===== config.mk =====
export PLATFORM = sky130hd
export DESIGN_NAME = uart_stim_tx
export DESIGN_NICKNAME = d
export VERILOG_FILES = /design/src/rtl/uart_stim_pkg.sv /design/src/rtl/uart_stim_fifo.sv /design/src/rtl/uart_stim_tx.sv
export SDC_FILE = /design/constraint.sdc
export NUM_CORES = 1
export LEC_CHECK = 0
export CAP_MARGIN = 40
export CORE_MARGIN = 10
export CORE_UTILIZATION = 62
export DETAILED_ROUTE_END_ITERATION = 8
export DONT_BUFFER_PORTS = 1
export GPL_ROUTABILITY_DRIVEN = 0
export GPL_TIMING_DRIVEN = 0
export HOLD_SLACK_MARGIN = 0.08
export PLACE_DENSITY_LB_ADDON = 0.3
export SLEW_MARGIN = 20
export SYNTH_ARGS = -nofsm -noshare
export SYNTH_HDL_FRONTEND = slang
export SYNTH_SLANG_ARGS = --single-unit

===== constraint.sdc =====
create_clock -name wb_clk_i -period 4.26 [get_ports wb_clk_i]
set_input_delay 1.278 -clock wb_clk_i [delete_from_list [all_inputs] [get_ports wb_clk_i]]
set_output_delay 1.278 -clock wb_clk_i [all_outputs]
set_load 0.005 [all_outputs]

===== src/rtl/uart_stim_pkg.sv =====
// Shared types and constants for the uart_stim transmitter slice.
// Holds the transmit FSM state type, the 16x oversample factor and the
// line levels for the start and stop bits.
package uart_stim_pkg;

    // Transmit FSM states
    typedef enum logic [1:0] {
        ST_IDLE  = 2'd0,
        ST_START = 2'd1,
        ST_DATA  = 2'd2,
        ST_STOP  = 2'd3
    } tx_state_t;

    // Clocks per bit = OVERSAMPLE * divisor
    localparam int OVERSAMPLE = 16;

    // Line levels
    localparam logic START_BIT = 1'b0;
    localparam logic STOP_BIT  = 1'b1;

    // Data bits per frame (8N1)
    localparam int DATA_BITS = 8;

endpackage


===== src/rtl/uart_stim_fifo.sv =====
// Generic synchronous FIFO used as the transmit byte queue.
// Latency: a pushed word is visible at pop_dat on the next clock edge.
// Backpressure: full is asserted at 2**AW words; pushes while full are dropped.
//
// Ports:
//   wb_clk_i, wb_rst_ni   clock, asynchronous active-low reset (empties the queue)
//   push, push_dat        write strobe and data
//   pop, pop_dat          read strobe; pop_dat is the current head (show-ahead)
//   full, empty, level    occupancy status, level counts 0 .. 2**AW
module uart_stim_fifo #(
    parameter int AW = 4,
    parameter int DW = 8
) (
    input  logic          wb_clk_i,
    input  logic          wb_rst_ni,
    input  logic          push,
    input  logic [DW-1:0] push_dat,
    input  logic          pop,
    output logic [DW-1:0] pop_dat,
    output logic          full,
    output logic          empty,
    output logic [AW:0]   level
);

    logic [DW-1:0] mem [0:(1<<AW)-1];
    // One extra pointer bit distinguishes full from empty.
    logic [AW:0]   wr_ptr;
    logic [AW:0]   rd_ptr;
    logic          do_push;
    logic          do_pop;

    assign do_push = push && !full;
    assign do_pop  = pop && !empty;

    always_ff @(posedge wb_clk_i or negedge wb_rst_ni) begin
        if (!wb_rst_ni) begin
            wr_ptr <= '0;
            rd_ptr <= '0;
        end else begin
            if (do_push) begin
                wr_ptr <= wr_ptr + {{AW{1'b0}}, 1'b1};
            end
            if (do_pop) begin
                rd_ptr <= rd_ptr + {{AW{1'b0}}, 1'b1};
            end
        end
    end

    // Storage needs no reset: nothing is read before it is written.
    always_ff @(posedge wb_clk_i) begin
        if (do_push) begin
            mem[wr_ptr[AW-1:0]] <= push_dat;
        end
    end

    assign pop_dat = mem[rd_ptr[AW-1:0]];
    assign level   = wr_ptr - rd_ptr;
    // level never exceeds 2**AW, so its MSB alone marks full.
    assign full    = level[AW];
    assign empty   = (level == '0);

endmodule


===== src/rtl/uart_stim_tx.sv =====
// 8N1 UART transmitter with a byte queue in front of the serialiser.
// Latency: a byte pushed into an empty queue while idle starts its start bit one clock later.
// Backpressure: tx_ready_o is low while the queue is full and for the first cycle after reset.
//
// Build option UART_STIM_TX_FIFO_EN: when defined the queue is a 2**FIFO_AW-byte
// FIFO (uart_stim_fifo); otherwise it is a single holding register.
//
// Ports:
//   wb_clk_i       single clock, all state on its rising edge
//   wb_rst_ni      asynchronous active-low reset; abandons any frame in flight
//   divisor_i      16x oversample divisor (0 behaves as 1); sampled at each frame start
//   tx_data_i      byte to send, qualified by tx_valid_i
//   tx_valid_i     byte valid; accepted on an edge where tx_ready_o is also high
//   tx_ready_o     queue can accept a byte (registered state only)
//   tx_o           serial line, registered, idle high
//   busy_o         a frame is on the line or bytes are queued
//   tx_done_o      one-cycle pulse at the end of each stop bit
//   fifo_level_o   bytes queued, not counting the one being sent
module uart_stim_tx
    import uart_stim_pkg::*;
#(
    parameter int FIFO_AW = 4,
    parameter int DIV_W   = 16
) (
    input  logic               wb_clk_i,
    input  logic               wb_rst_ni,
    input  logic [DIV_W-1:0]   divisor_i,
    input  logic [7:0]         tx_data_i,
    input  logic               tx_valid_i,
    output logic               tx_ready_o,
    output logic               tx_o,
    output logic               busy_o,
    output logic               tx_done_o,
    output logic [FIFO_AW:0]   fifo_level_o
);

    // Wide enough for 16 * (2**DIV_W - 1) - 1 without wrapping.
    localparam int TMR_W = DIV_W + 4;

    // ------------------------------------------------------------------
    // Byte queue
    // ------------------------------------------------------------------
    logic             q_push;
    logic             q_pop;
    logic             q_full;
    logic             q_empty;
    logic [7:0]       q_dat;
    logic [FIFO_AW:0] q_level;

    // Holds tx_ready_o low until the first edge after reset release.
    logic             rdy_en_q;

    always_ff @(posedge wb_clk_i or negedge wb_rst_ni) begin
        if (!wb_rst_ni) begin
            rdy_en_q <= 1'b0;
        end else begin
            rdy_en_q <= 1'b1;
        end
    end

    assign tx_ready_o = rdy_en_q && !q_full;
    assign q_push     = tx_valid_i && tx_ready_o;

`ifdef UART_STIM_TX_FIFO_EN
    uart_stim_fifo #(
        .AW (FIFO_AW),
        .DW (8)
    ) u_fifo (
        .wb_clk_i  (wb_clk_i),
        .wb_rst_ni (wb_rst_ni),
        .push      (q_push),
        .push_dat  (tx_data_i),
        .pop       (q_pop),
        .pop_dat   (q_dat),
        .full      (q_full),
        .empty     (q_empty),
        .level     (q_level)
    );
`else
    logic       hold_vld_q;
    logic [7:0] hold_dat_q;

    // Push only happens while empty and pop only while full, so the two
    // never coincide.
    always_ff @(posedge wb_clk_i or negedge wb_rst_ni) begin
        if (!wb_rst_ni) begin
            hold_vld_q <= 1'b0;
            hold_dat_q <= 8'h00;
        end else if (q_push) begin
            hold_vld_q <= 1'b1;
            hold_dat_q <= tx_data_i;
        end else if (q_pop) begin
            hold_vld_q <= 1'b0;
        end
    end

    assign q_full  = hold_vld_q;
    assign q_empty = !hold_vld_q;
    assign q_dat   = hold_dat_q;
    assign q_level = {{FIFO_AW{1'b0}}, hold_vld_q};
`endif

    assign fifo_level_o = q_level;

    // ------------------------------------------------------------------
    // Serialiser
    // ------------------------------------------------------------------
    tx_state_t        state_q;
    tx_state_t        state_d;
    logic [TMR_W-1:0] tmr_q;
    logic [TMR_W-1:0] bit_len;
    logic [DIV_W-1:0] div_q;
    logic [DIV_W-1:0] div_eff;
    logic [2:0]       bit_idx_q;
    logic [7:0]       sh_q;
    logic             bit_end;
    logic             tx_d;
    logic             done_d;

    assign div_eff = (divisor_i == '0) ? DIV_W'(1) : divisor_i;
    assign bit_len = TMR_W'(div_q) * TMR_W'(OVERSAMPLE);
    assign bit_end = (tmr_q == (bit_len - TMR_W'(1)));

    // State register
    always_ff @(posedge wb_clk_i or negedge wb_rst_ni) begin
        if (!wb_rst_ni) begin
            state_q <= ST_IDLE;
        end else begin
            state_q <= state_d;
        end
    end

    // Next state; q_pop marks every frame start, whether from IDLE or
    // straight out of STOP for back-to-back frames.
    always_comb begin
        state_d = state_q;
        q_pop   = 1'b0;
        case (state_q)
            ST_IDLE: begin
                if (!q_empty) begin
                    state_d = ST_START;
                    q_pop   = 1'b1;
                end
            end
            ST_START: begin
                if (bit_end) begin
                    state_d = ST_DATA;
                end
            end
            ST_DATA: begin
                if (bit_end && (bit_idx_q == 3'(DATA_BITS - 1))) begin
                    state_d = ST_STOP;
                end
            end
            ST_STOP: begin
                if (bit_end) begin
                    if (!q_empty) begin
                        state_d = ST_START;
                        q_pop   = 1'b1;
                    end else begin
                        state_d = ST_IDLE;
                    end
                end
            end
            default: state_d = ST_IDLE;
        endcase
    end

    // Outputs: next line level and done pulse, registered below so tx_o
    // changes on the same edge as the state.
    always_comb begin
        tx_d   = STOP_BIT;
        done_d = (state_q == ST_STOP) && bit_end;
        case (state_d)
            ST_START: tx_d = START_BIT;
            // sh_q[0] is the bit currently on the line; at a bit boundary
            // inside DATA the following bit is sh_q[1].
            ST_DATA:  tx_d = ((state_q == ST_DATA) && bit_end) ? sh_q[1] : sh_q[0];
            default:  tx_d = STOP_BIT;
        endcase
    end

    assign busy_o = (state_q != ST_IDLE) || !q_empty;

    // Datapath: bit timer, shift register, per-frame divisor, output flops.
    always_ff @(posedge wb_clk_i or negedge wb_rst_ni) begin
        if (!wb_rst_ni) begin
            tmr_q     <= '0;
            div_q     <= DIV_W'(1);
            bit_idx_q <= 3'd0;
            sh_q      <= 8'h00;
            tx_o      <= STOP_BIT;
            tx_done_o <= 1'b0;
        end else begin
            tx_o      <= tx_d;
            tx_done_o <= done_d;
            if (q_pop) begin
                // Divisor is latched here so mid-frame changes wait for the next frame.
                div_q     <= div_eff;
                sh_q      <= q_dat;
                tmr_q     <= '0;
                bit_idx_q <= 3'd0;
            end else if (state_q != ST_IDLE) begin
                if (bit_end) begin
                    tmr_q <= '0;
                    if (state_q == ST_DATA) begin
                        sh_q      <= sh_q >> 1;
                        bit_idx_q <= bit_idx_q + 3'd1;
                    end
                end else begin
                    tmr_q <= tmr_q + TMR_W'(1);
                end
            end
        end
    end

endmodule


## Word-level counts from Yosys, hierarchy flattened

Index checks and enable logic that the tools add are counted.

| storage, ports and cells | value |
|---|---|
| bits in registers | 61 |
| input bits | 27 |
| output and inout port bits | 9 |
| word-level logic and storage cells | 60 |

| operators by class | value |
|---|---|
| add/sub/neg operators | 3 |
| equality and inequality tests | 7 |
| mux-type cells | 25 |
| reduce and logical (&&, ||, !) cells | 15 |

Operators by type and width:

| cell | count |
|---|---|
| $mux W20 | 3 |
| $mux W8 | 4 |
| $add A20 B1 Y20 const B | 1 |
| $eq A20 B20 Y1 | 1 |
| $sub A20 B1 Y20 const B | 1 |
| $logic_not A16 Y1 | 1 |
| $mux W16 | 1 |
| $mux W3 | 4 |
| $reduce_bool A2 Y1 | 5 |
| $mux W2 | 4 |
| $pmux W2 S4 | 1 |
| $eq A2 B2 Y1 const B | 3 |
| $mux W1 | 6 |
| $logic_and A1 B1 Y1 | 5 |
| $eq A2 B1 Y1 const B | 2 |
| $pmux W1 S2 | 2 |
| $add A3 B1 Y3 const B | 1 |
| $eq A3 B3 Y1 const B | 1 |
| $reduce_and A3 Y1 | 1 |
| $logic_not A2 Y1 | 1 |
| $logic_not A1 Y1 | 1 |
| $logic_or A1 B1 Y1 | 1 |

## Logic depth before layout (Yosys ltp)

| logic depth | value |
|---|---|
| depth in word-level cells | 7 |
| gate-level depth with buffers | 14 |
| gate-level depth less buffers | 11 |

## Worst setup path after synthesis

No wires, ideal clock.

| path | value |
|---|---|
| path kind | reg-to-reg |
| start | register div_q[4] |
| end | register div_q[2] |
| setup time | 125 ps |
| arrival | 3192 ps |
| required time | 4135 ps |
| slack | 943 ps |
| stages on the path, launching flop included | 12 |
| buffers on the path | 3 |
| period minus slack after synthesis | 3317 ps |
| cell sequence | dfrtp_1 > buf_6 > or4_1 > clkbuf_2 > or4_1 > o32ai_2 > o22ai_1 > nor4_4 > and2_4 > o21a_4 > buf_6 > mux2_2 |

| on the way | value |
|---|---|
| word-level cells in the longest chain between the ends | 4 |

RTL lines:

| what | RTL line | source |
|---|---|---|
| from (decl) | uart_stim_tx.sv:112 | `logic [DIV_W-1:0] div_q;` |
| from (signal assigned) | uart_stim_tx.sv:199 | `div_q <= div_eff;` |
| $sub A20 B1 Y20 | uart_stim_tx.sv:122 | `assign bit_end = (tmr_q == (bit_len - TMR_W'(1)));` |
| $eq A20 B20 Y1 | uart_stim_tx.sv:122 |  |
| $mux W1 | uart_stim_tx.sv:156 | `if (bit_end) begin` |
| $pmux W1 S2 | uart_stim_tx.sv:138 | `case (state_q)` |

No other way between the ends.
A chain may end at the register's enable or synchronous reset.

## Worst setup path in the final report

| path | value |
|---|---|
| start | register div_q[0] |
| end | register div_q[5] |

The elaborated chain is that of the path after synthesis.

==> impl_metrics.tcl <==
set metrics [dict create \
    crit_path_start_kind "flop" \
    via_per_inst 6.08 \
    endpoint_kind "flop" \
    crit_arrival_ps 4030 \
    ios 36 \
    worst_r2r_path_depth 12 \
    drive_gt1_share_pct 16.1 \
    grt_pass1_wl_mm 13.4 \
    slew_viol_final 0 \
    synth_edf_count 0 \
    clk_path_buf_depth 2 \
    whs_path_depth 2 \
    synth_compound_area_share_pct 13.3 \
    synth_xor_area_share_pct 6.27 \
    setup_tns_ps 0 \
    power.density_nw_per_um2 628 \
    synth_top_flop_cell "dfrtp_1" \
    start_util_pct 64.8 \
    syn_area_um2 3630 \
    ys_ff_latch 61 \
    power_w 0.00249 \
    dp_slack_ps 266 \
    fin_crit_ps 3800 \
    hold_path_class "flop to flop" \
    insertion_delay_ps 350 \
    grt_pass1_vias 2810 \
    grtUsageTotal_pct 18.2 \
    synth-async-reset-ratio_pct 100 \
    grt-ovfl-total 0 \
    hold_violations 0 \
    cap_violations 0 \
    cts_root_buf "clkbuf_8" \
    yosysUniqueCellTypes 60 \
    clock.fmax_ghz 0.263 \
    cts_sinks 61 \
    ys_warn_count 0 \
    yosys.area_share.simple_pct 19.8 \
    die_w_um 96.6 \
    regArea_um2 1530 \
    worstPathMaxFanout 10 \
    drt_iter0_drc 153 \
    diodes 0 \
    fillers 439 \
    syn_area_per_cell_um2 9.77 \
    status "complete, no violations" \
    clock_skew_ps 11.0 \
    cts_tree "built" \
    antenna_found_initial 0 \
    min_period_over_period_pct 89.1 \
    drcViolationCount 0 \
    dp_hpwl_mm 5.73 \
    dr_total_vias 2816 \
    finalWorstSetupSlack_ps 463 \
    areaGrowthSynthToFinish_pct 9.09 \
    synth_fa_ha_area_share_pct 3.10 \
    multi_input_area_um2 1960 \
    die_area_um2 9320 \
    synthMuxAreaShare_pct 10.8 \
    syn_inst 372 \
    cts_max_level 3 \
    ys_seq_area_share_pct 42.1 \
    post_cts_buffers 0 \
    finalSetupViolCount 0 \
    slew_headroom_pct 56.3 \
    drtAntennaViolNets 0 \
    criticalPathCategory "flop to flop" \
    p_leak_nw 1.69 \
    firstDrtPassIters 4 \
    synth_top_family_by_area "simple AND/OR/NAND/NOR gates" \
    row_count 27 \
    wl_per_cell_um 17.0 \
    drt_wl_total_mm 7.89 \
    required_ps 4490 \
    grt_max_degree 62 \
    core_area_um2 5610 \
    ir_drop_mv 0.396 \
    io_buffers 0 \
    clk_pin_slew_ps 80 \
    worstMarginPinSlew_ps 650 \
    die_h_um 96.6 \
    nNetsFinal 422 \
    cts_buffers 9 \
    rsz0062_at_grt "false" \
]
==> final cells by class <==
type                            count  share of cell area, %
Multi-Input combinational cell    287                   49.4
Clock inverter                      7                   2.53
Tap cell                           72                   2.27
Clock buffer                        9                   3.13
Buffer                             22                   3.60
Sequential cell                    61                   38.6
Inverter                            5                  0.473
==> sequential cells by signal, indices dropped and copies added (netlist names) <==
name and flops:
hold_vld_q 1, state_q 2, tx_done_o 1, sh_q 8, div_q 16, hold_dat_q 8
tmr_q 20, rdy_en_q 1, bit_idx_q 3, tx_o 1
==> power breakdown <==
| group | switching (W) | internal, W | leakage [nW] | total [W] |
|---|---|---|---|---|
| Combinational | 0.000523 | 0.000439 | 0.820 | 0.000962 |
| Sequential | 0.000172 | 0.000777 | 0.770 | 0.000949 |
| Clock | 0.000248 | 0.000331 | 0.102 | 0.000578 |
| Total | 0.000943 | 0.00155 | 1.69 | 0.00249 |
==> metrics by stage <==
stage          cell area [um2]  hold WS [ps]  std cells  util (%)
3_5_place_dp              3730           467        447      66.6
2_1_floorplan             3640           443        375         -
4_1_cts                   3960           484        463      70.6
5_1_grt                   3960           516        463      70.7
3_3_place_gp              3730           455        447      66.6
6_report                  3960           483        463      70.7
==> repair_timing <==
item / in CTS / in global routing
hold endpoints to repair: 0 / 0
hold buffers: 0 / 0
gates resized for setup: 0 / 1
endpoints found under the setup margin: 0 / 22
==> cells in the mapped netlist (all sizes together) (3+ instances only) <==
library cell,n,share of area (%)
dfrtp,59,41
nand2,41,4.2
o21ai,39,5.4
mux2,25,7.7
nor2,22,2.3
xnor2,14,3.4
buf,13,3.0
xor2,12,2.9
mux2i,11,3.0
nor4,11,2.3
and3,9,1.5
clkbuf,9,0.96
ha,9,3.1
nand3,7,0.96
nor2b,6,1.0
nor3,6,0.83
a211oi,5,1.0
inv,5,0.52
nand2b,5,0.86
nand4,5,0.86
a21oi,4,0.55
and2,4,0.76
or3,4,0.69
a22oi,3,0.62
o31ai,3,0.62
or2,3,0.52
or4,3,0.62
==> cell families (layout without fill, tap and decap cells) <==
kind of cell,Yosys count,in the layout
and+or+nand+nor,136,136
AOI/OAI and AO/OA,75,75
DFF,61,61
muxes,36,36
buffers and inverters,27,43
xor gates and xnor gates,26,26
adders and majority gates,9,9
other,2,5
==> final timing paths <==
check,slack (ps),to,startpoint
setup / recovery,460,div_q[5],div_q[0]
hold / removal,480,sh_q[5],hold_dat_q[5]
setup reg to reg,460,div_q[5],div_q[0]
hold reg to reg,480,sh_q[5],hold_dat_q[5]
max in group asynchronous,3450,tx_o,wb_rst_ni
min in group asynchronous,610,div_q[11],wb_rst_ni
==> critical path, stage by stage (launching register included) <==
cell      delay (ps)
dfstp_2          370
clkbuf_1         200
inv_1            100
ha_1             240
nor3b_2          470
nand2_1          100
o311ai_0         560
o22ai_1          220
nor4_4           530
and2_4           230
o21a_4           140
buf_6            160
mux2_2           350
==> routing by layer <==
layer / global-route usage [%] / part of all wire, %
met1: 22.5 / 43
met2: 29.1 / 50
met3: 5.40 / 5.9
met4: 7.51 / 1.6
met5: 0 / 0
==> layout by cell type, fill, tap and decap left out, types with 4 or more instances in the layout <==
cell type,instances
conb_1,5
xor2_1,12
mux2_2,22
inv_1,5
clkbuf_8,9
a211oi_1,5
nand3_1,7
nor2_1,22
o21ai_0,39
xnor2_1,14
nor2b_1,6
nor3_1,6
or3_1,4
nand4_1,5
clkbuf_1,8
ha_1,9
buf_4,5
mux2i_1,11
buf_6,5
dfrtp_1,59
nand2_1,41
nand2b_1,5
nor4_1,10
a21oi_1,4
and3_1,9
Power figures use the tool's default switching activity.
